`config.mk`:
```
export PLATFORM = sky130hd
export DESIGN_NAME = nps_outmem_capture
export DESIGN_NICKNAME = d
export VERILOG_FILES = /design/src/rtl/nps_pkg.sv /design/src/rtl/nps_outmem_ram.sv /design/src/rtl/nps_outmem_capture.sv
export SDC_FILE = /design/constraint.sdc
export NUM_CORES = 2
export LEC_CHECK = 0
export ABC_AREA = 1
export CELL_PAD_IN_SITES_DETAIL_PLACEMENT = 0
export CELL_PAD_IN_SITES_GLOBAL_PLACEMENT = 1
export CORE_MARGIN = 2
export CORE_UTILIZATION = 30
export CTS_CLUSTER_SIZE = 8
export DETAILED_ROUTE_END_ITERATION = 16
export MAX_ROUTING_LAYER = met4
export PLACE_DENSITY = 0.51
export SLEW_MARGIN = 10
export SYNTH_ARGS = -nofsm -noshare
export SYNTH_HDL_FRONTEND = slang
export SYNTH_SLANG_ARGS = --single-unit
```
`constraint.sdc`:
```
create_clock -name clk -period 3.1 [get_ports clk]
set_input_delay 0.775 -clock clk [delete_from_list [all_inputs] [get_ports clk]]
set_output_delay 0.775 -clock clk [all_outputs]
set_load 0.1 [all_outputs]
```
`src/rtl/nps_pkg.sv`:
```
// Shared NPS definitions: capture FSM states and default sizes common to the
// source and sink stages.
package nps_pkg;

    localparam int DATANUM_DEF = 256;
    localparam int DW_DEF      = 16;
    localparam int CSUM_W      = 32;

    typedef enum logic [1:0] {
        IDLE    = 2'd0,
        CAPTURE = 2'd1,
        DONE    = 2'd2
    } state_t;

endpackage

```
`src/rtl/nps_outmem_ram.sv`:
```
// Simple dual-port result array: one write port, one registered read-first
// read port. Addresses at or beyond DEPTH read back as zero.
module nps_outmem_ram #(
    parameter int DEPTH = 256,
    parameter int DW    = 16,
    parameter int AW    = $clog2(DEPTH)
) (
    input  logic          clk,
    input  logic          reset_x,
    input  logic          wr_en,
    input  logic [AW-1:0] wr_adr,
    input  logic [DW-1:0] wr_data,
    input  logic [AW-1:0] rd_adr,
    output logic [DW-1:0] rd_data
);

    logic [DW-1:0] mem [DEPTH];

    always_ff @(posedge clk) begin
        if (wr_en) begin
            mem[wr_adr] <= wr_data;
        end
    end

    // Sampling mem with a non-blocking read gives old data on a same-address write.
    always_ff @(posedge clk or negedge reset_x) begin
        if (!reset_x) begin
            rd_data <= '0;
        end else if ({1'b0, rd_adr} < (AW+1)'(DEPTH)) begin
            rd_data <= mem[rd_adr];
        end else begin
            rd_data <= '0;
        end
    end

endmodule

```
`src/rtl/nps_outmem_capture.sv`:
```
// NPS output-memory sink: captures up to DATANUM words from the source stage
// and flags completion. Optional checksum port enabled by OUTMEM_CHECKSUM_EN.
module nps_outmem_capture
    import nps_pkg::*;
#(
    parameter int DATANUM = DATANUM_DEF,
    parameter int DW      = DW_DEF,
    parameter int ADR_W   = $clog2(DATANUM)
) (
    input  logic              clk,
    input  logic              reset_x,
    input  logic              start,
    input  logic              vi,
    input  logic [DW-1:0]     di,
    input  logic              fi,
    input  logic [ADR_W-1:0]  rd_adr,
    output logic [DW-1:0]     rd_data,
    output logic [ADR_W:0]    count,
    output logic              busy,
    output logic              fo,
`ifdef OUTMEM_CHECKSUM_EN
    output logic [CSUM_W-1:0] csum,
`endif
    output logic              ovf
);

    state_t           state_q;
    state_t           state_d;
    logic [ADR_W-1:0] wr_adr;
    logic             wr_en;
    logic             last_word;

    // A start in the same cycle always wins over the incoming beat.
    assign wr_en     = (state_q == CAPTURE) && vi && !start;
    assign last_word = (wr_adr == ADR_W'(DATANUM - 1));

    always_ff @(posedge clk or negedge reset_x) begin
        if (!reset_x) begin
            state_q <= IDLE;
        end else begin
            state_q <= state_d;
        end
    end

    always_comb begin
        state_d = state_q;
        case (state_q)
            IDLE: begin
                if (start) state_d = CAPTURE;
            end
            CAPTURE: begin
                if (start)                 state_d = CAPTURE;
                else if (vi && last_word)  state_d = DONE;
                else if (fi)               state_d = DONE;
            end
            DONE: begin
                if (start) state_d = CAPTURE;
            end
            default: state_d = IDLE;
        endcase
    end

    always_comb begin
        busy = (state_q == CAPTURE);
        fo   = (state_q == DONE);
    end

    // wr_adr parks on the last index so it never wraps inside a run.
    always_ff @(posedge clk or negedge reset_x) begin
        if (!reset_x) begin
            wr_adr <= '0;
            count  <= '0;
            ovf    <= 1'b0;
        end else if (start) begin
            wr_adr <= '0;
            count  <= '0;
            ovf    <= 1'b0;
        end else begin
            if (wr_en) begin
                if (!last_word) wr_adr <= wr_adr + 1'b1;
                if (count != (ADR_W+1)'(DATANUM)) count <= count + 1'b1;
            end
            if (vi && (state_q != CAPTURE)) ovf <= 1'b1;
        end
    end

`ifdef OUTMEM_CHECKSUM_EN
    always_ff @(posedge clk or negedge reset_x) begin
        if (!reset_x) begin
            csum <= '0;
        end else if (start) begin
            csum <= '0;
        end else if (wr_en) begin
            csum <= csum + CSUM_W'(di);
        end
    end
`endif

    nps_outmem_ram #(
        .DEPTH (DATANUM),
        .DW    (DW),
        .AW    (ADR_W)
    ) u_ram (
        .clk     (clk),
        .reset_x (reset_x),
        .wr_en   (wr_en),
        .wr_adr  (wr_adr),
        .wr_data (di),
        .rd_adr  (rd_adr),
        .rd_data (rd_data)
    );

endmodule
```
After elaboration in Yosys (flattened, before gate mapping)
Memory sizes are Yosys's and may differ from the RTL's. A register that Yosys moved wholly into a read port is not among the register bits.
Index checks and enable logic that the tools add are counted.
- div/mod/pow operators: 0
- $add $sub $neg: 2
- bitwise logic cells: 0
- order comparisons: 0
- shift-type cells: 0
- multiplexer cells: 15
- $mul: 0
- reductions and logical operators: 14
- eq/ne operators: 8
- operators with widths (cell ; count):
    9-bit two-way mux ; 3
    8-bit two-way mux ; 3
    9-bit by 1-bit adder with 9-bit output (second input constant) ; 1
    9-bit != test (second input constant) ; 1
    8-bit by 1-bit adder with 8-bit output (second input constant) ; 1
    8-bit equality test (second input constant) ; 1
    2-bit two-way mux ; 4
    2-bit AND reduction ; 3
    2-bit nonzero test ; 3
    1-bit logical AND ; 4
    1-bit two-way mux ; 4
    2-bit by 1-bit != test with 1-bit output (second input constant) ; 2
    4-bit by 3-bit != test with 1-bit output (second input constant) ; 1
    2-bit one-hot mux with 2 select lines ; 1
    2-bit by 1-bit equality test with 1-bit output (second input constant) ; 1
    2-bit equality test (second input constant) ; 1
    1-bit zero test ; 2
    2-bit zero test ; 1
    2-bit != test (second input constant) ; 1
    2-bit OR reduction ; 1
- output and inout port bits: 28
- bits in registers: 20
- memory bits (read-only): 0
- input bits: 29
- memories: 1
- bits in latches: 0
- word-level logic and storage cells: 44
- bits in writable memories: 4096
- memories (memory ; depth ; bits a word ; read ports ; clocked after memory_dff ; write ports ; line ; text):
    u_ram.mem ; 256 ; 16 ; 1 ; 1 ; 1 ; nps_outmem_ram.sv:17 ; logic [DW-1:0] mem [DEPTH];

Logic depth before layout (Yosys ltp)
- word-level depth: 5
- gate-level depth with buffers: 15
- mapped depth without buffers: 11

By module
A second synthesis with hierarchy kept.
- cells, all modules: 13790
- area total of the unflattened synthesis: 166956.4 µm²
- modules (own cells, without submodules) (module ; times used ; cells an instance ; area each (µm²)):
    nps_outmem_ram ; 1 ; 13616 ; 165690.2
    nps_outmem_capture ; 1 ; 174 ; 1266.2

Worst setup path before layout
OpenSTA, ideal clock, no wires.
- kind: input -> register
- from: input vi
- to: memory u_ram.mem[100][0], enable pin
- data arrival time: 2.469 ns
- required time: 2.712 ns
- buffers on the path: 1
- path slack: 0.243 ns
- library setup time: 0.388 ns
- stages on the path: 9
- cells stage by stage: inv_1 -> nor2_1 -> inv_1 -> nor2_1 -> inv_1 -> nor2_1 -> nand2_1 -> buf_2 -> nor2_1
- longest elaborated chain between the ends: 4
- RTL lines (item ; line ; text):
    from (decl) ; nps_outmem_capture.sv:13 ; input logic vi,
    1-bit logical AND (2 in a row) ; nps_outmem_capture.sv:34 ; assign wr_en = (state_q == CAPTURE) && vi && !start;
    1-bit two-way mux ; nps_outmem_ram.sv:20 ; if (wr_en) begin
    1-bit two-way mux (not written as such) ; nps_outmem_ram.sv:21 ; mem[wr_adr] <= wr_data;
    to (decl) ; nps_outmem_ram.sv:17 ;
No other way between the ends.

Worst setup path in the final report
- from: register u_ram.rd_data[7] (read register of u_ram.mem)
- to: output rd_data[7]
- RTL lines (item ; line ; text):
    from (decl) ; nps_outmem_ram.sv:14 ; output logic [DW-1:0] rd_data
    to (decl) ; nps_outmem_capture.sv:17 ; output logic [DW-1:0] rd_data,
No word-level cell between the ends.

==> results_dict.tcl <==
set metrics [dict create \
    outcome "completed" \
    final_max_slew_viol_count 0 \
    swShare 0.233 \
    max_slew.worst_pin.slew_ns 1.22 \
    synth_area_leader_cell "sky130_fd_sc_hd__edfxtp_1" \
    yosysMostFrequentCell "sky130_fd_sc_hd__nand2_1" \
    synth_nets 13700 \
    cts_sinks 4132 \
    routed_wire_length_per_instance_um 26.6 \
    r2r_setup_slack_ns 0.17 \
    crit-reg2reg-launch "state_q[1]" \
    layout.filler_cells 53500 \
    tritoncts "yes" \
    detailroute.via_count 110000 \
    syn_avg_cell_area_um2 12.1 \
    clock_insertion_delay_worst_skew_ns 1.07 \
    cts.path.max_buffers 4 \
    rsz0062_at_grt "false" \
    cp.depth 1 \
    timing.critical_path.slowest_stage_cell "sky130_fd_sc_hd__dfrtp_1" \
    placedCellCount 21400 \
    clock_power_share 0.449 \
    internal-power_mw 98.5 \
    drtIter0Drc 10700 \
    layout_cells_sized_above_1 0.136 \
    syn_to_final_growth_pct 22.0 \
    numCtsBuffers 589 \
    grt_start_max_net_pins 82 \
    routabilityCongestion 0.834 \
    postLayoutCellArea_um2 203000 \
    place.detailed.hpwl_um 371000 \
    layout_worst_path_cycle_share 0.945 \
    postSynth.asyncResetShare 0.00871 \
    count_of_distinct_cell_types_in_the_synthesized_netlist 27 \
    cp_top_family "flip-flops" \
    routed_wirelength_um 587000 \
    static-leakage-power_nw 71.7 \
    antenna_found_initial 37 \
    power_per_cell_area_nw_per_um2 633 \
    yosys_warnings 0 \
    detail_route.drc_violations 0 \
    first_pass_iters 5 \
    final_core_util 0.367 \
    path_class "reg -> out" \
    totalNegativeSetupSlack_ns 0 \
    grt_overflow_total 0 \
    detail_route.vias_per_cell 5.00 \
    cts.reportedPaths.clkPinSlew_ns 0.05 \
    power_share_of_the_combinational_group 0.071 \
    num_rows 273 \
    cp-endpoint "rd_data[7]" \
    synth.cells.most_frequent "4228 x sky130_fd_sc_hd__nand2_1, 4096 x sky130_fd_sc_hd__edfxtp_1, 4042 x sky130_fd_sc_hd__nand3_1" \
    die_w_um 749 \
    post_cts_buffers 0 \
    synth_edf_count 4096 \
    ys_top_cells_by_area "sky130_fd_sc_hd__edfxtp_1 74%, sky130_fd_sc_hd__nand3_1 12%, sky130_fd_sc_hd__nand2_1 9.5%" \
    global_route.usage.total 0.210 \
    die_area_um2 561000 \
    ir_drop_v 0.000644 \
    power.share.sequential 0.480 \
    drtAntennaViolNets 0 \
    slew_headroom 0.187 \
    fp.dieH_um 749 \
    final_cell_count_no_fill 22100 \
    netlist_area_before_placement_um2 167000 \
    power_switching_mw 30.0 \
    r2r_end "u_ram.mem[22][13]" \
    first_global_vias 108000 \
    global_route_wire_length_before_repair_um 828000 \
    crit_path_cell_trace "buf_4" \
    count_of_state_elements_after_synthesis 4132 \
    worst_clock_skew_ns 0.0295 \
    critPathArrivalTime_ns 2.15 \
    critical_path_buf_inv_count 1 \
    start_kind "register" \
    synth-seq-area-share 0.744 \
    root_buffer_cell "sky130_fd_sc_hd__clkbuf_16" \
    max_cap_violations 0 \
    crit_fanout 1 \
    post-route-min-period_ns 2.93 \
    critPathCaptureType "primary output" \
    critical_path.startpoint "u_ram.rd_data[7]" \
    netlist.area_leader.share 0.739 \
    placed_area_um2 187000 \
    synthCells 13700 \
    ys.flop_type "sky130_fd_sc_hd__edfxtp_1" \
    timing.final.setup_violations 0 \
    ios 57 \
    core_area_um2 553000 \
    initial_cell_density_of_the_core 0.301 \
    hold_viol_final 0 \
    worst_hold_path_type "in -> reg" \
    achievable-frequency_ghz 0.342 \
    cts-htree-levels 6 \
    reg2regPathDepth 12 \
    worst_path_largest_cell_delay_ns 0.67 \
    cp_data_required_time_ns 2.32 \
    io_buffers 56 \
    fin_nets 14700 \
]
==> worst min path at each step <==
stage                     startpoint                end  depth (start not counted)
after floorplan              reset_x           count[0]                          0
after global placement    state_q[1]         state_q[0]                          3
final                          di[0]  u_ram.mem[199][0]                          1
after detailed placement  state_q[1]         state_q[0]                          3
after global routing           di[9]  u_ram.mem[226][9]                          1
after CTS                      di[9]  u_ram.mem[226][9]                          1
==> power by group through the flow <==
stage	sequential, mW	clock (mW)	combinational (mW)
floorplan	62.9	0	3.74
global placement	62.7	0	9.20
detailed placement	62.7	0	9.19
CTS	61.7	59.1	9.21
global route	61.6	61.1	9.73
finish	61.7	57.8	9.09
==> metrics by stage <==
stage               worst slack (ns)  total power, mW  hold WS (ns)
floorplan                      0.243             66.6         0.479
detailed placement            -0.692             71.9         0.514
global placement              -0.694             71.9         0.509
finish                         0.172              129         0.117
CTS                           0.0759              130        0.0367
global route                 0.00246              132        0.0774
==> layout make-up <==
| class | count | area (µm²) | area share |
|---|---|---|---|
| diodes | 14 | 35.0 | 0.000172 |
| clock buffers | 654 | 15300 | 0.0752 |
| clock inverters | 42 | 492 | 0.00242 |
| inverters | 38 | 196 | 0.000967 |
| multi-input cells | 8601 | 37700 | 0.186 |
| flip-flops and latches | 4132 | 124000 | 0.610 |
| well taps | 7287 | 9120 | 0.0449 |
| repair buffers | 1303 | 16400 | 0.0808 |
==> timing repair <==
item	in CTS	in global routing
gates resized for setup	0	1
endpoints found under the hold margin	29	0
endpoints found under the setup margin	0	14
hold buffers	3	0
==> placed cells by master, fill, tap and decap left out, types with 9 or more instances in the layout <==
cell,count
sky130_fd_sc_hd__edfxtp_1,4096
sky130_fd_sc_hd__clkbuf_1,51
sky130_fd_sc_hd__buf_4,758
sky130_fd_sc_hd__inv_1,32
sky130_fd_sc_hd__diode_2,14
sky130_fd_sc_hd__clkbuf_16,603
sky130_fd_sc_hd__o21ai_0,9
sky130_fd_sc_hd__nand2_4,13
sky130_fd_sc_hd__nand3_1,4039
sky130_fd_sc_hd__clkinv_8,10
sky130_fd_sc_hd__buf_12,515
sky130_fd_sc_hd__nand2_1,4215
sky130_fd_sc_hd__nor2_1,244
sky130_fd_sc_hd__buf_8,19
sky130_fd_sc_hd__nor2_2,42
sky130_fd_sc_hd__inv_6,23
sky130_fd_sc_hd__dfrtp_1,36
==> cells by family (layout without fill, tap and decap cells) <==
family                   count (synthesis)  in the layout  synth area share
flip-flops                            4132           4132             0.744
AO/OA/AOI/OAI                           22             22          0.000766
AND/OR/NAND/NOR                       8570           8570             0.224
XOR/XNOR                                 3              3          0.000158
buffers and inverters                  976           2037            0.0310
other                                    0             14                 0
adder cells (fa/ha/maj)                  6              6          0.000451
==> registers in the layout (all words and copies together) (netlist names) <==
register,cells
count,9
ovf,1
state_q,2
u_ram.mem,4096
u_ram.rd_data,16
wr_adr,8
==> layer usage <==
layer,share of wire,track usage,vias up
met5,0,-,-
met4,0.022,0.0477,0
met3,0.054,0.0267,683
met2,0.46,0.327,3119
met1,0.46,0.293,55900
li1,-,-,50800
No activity file was read; power rests on OpenSTA's default activity.
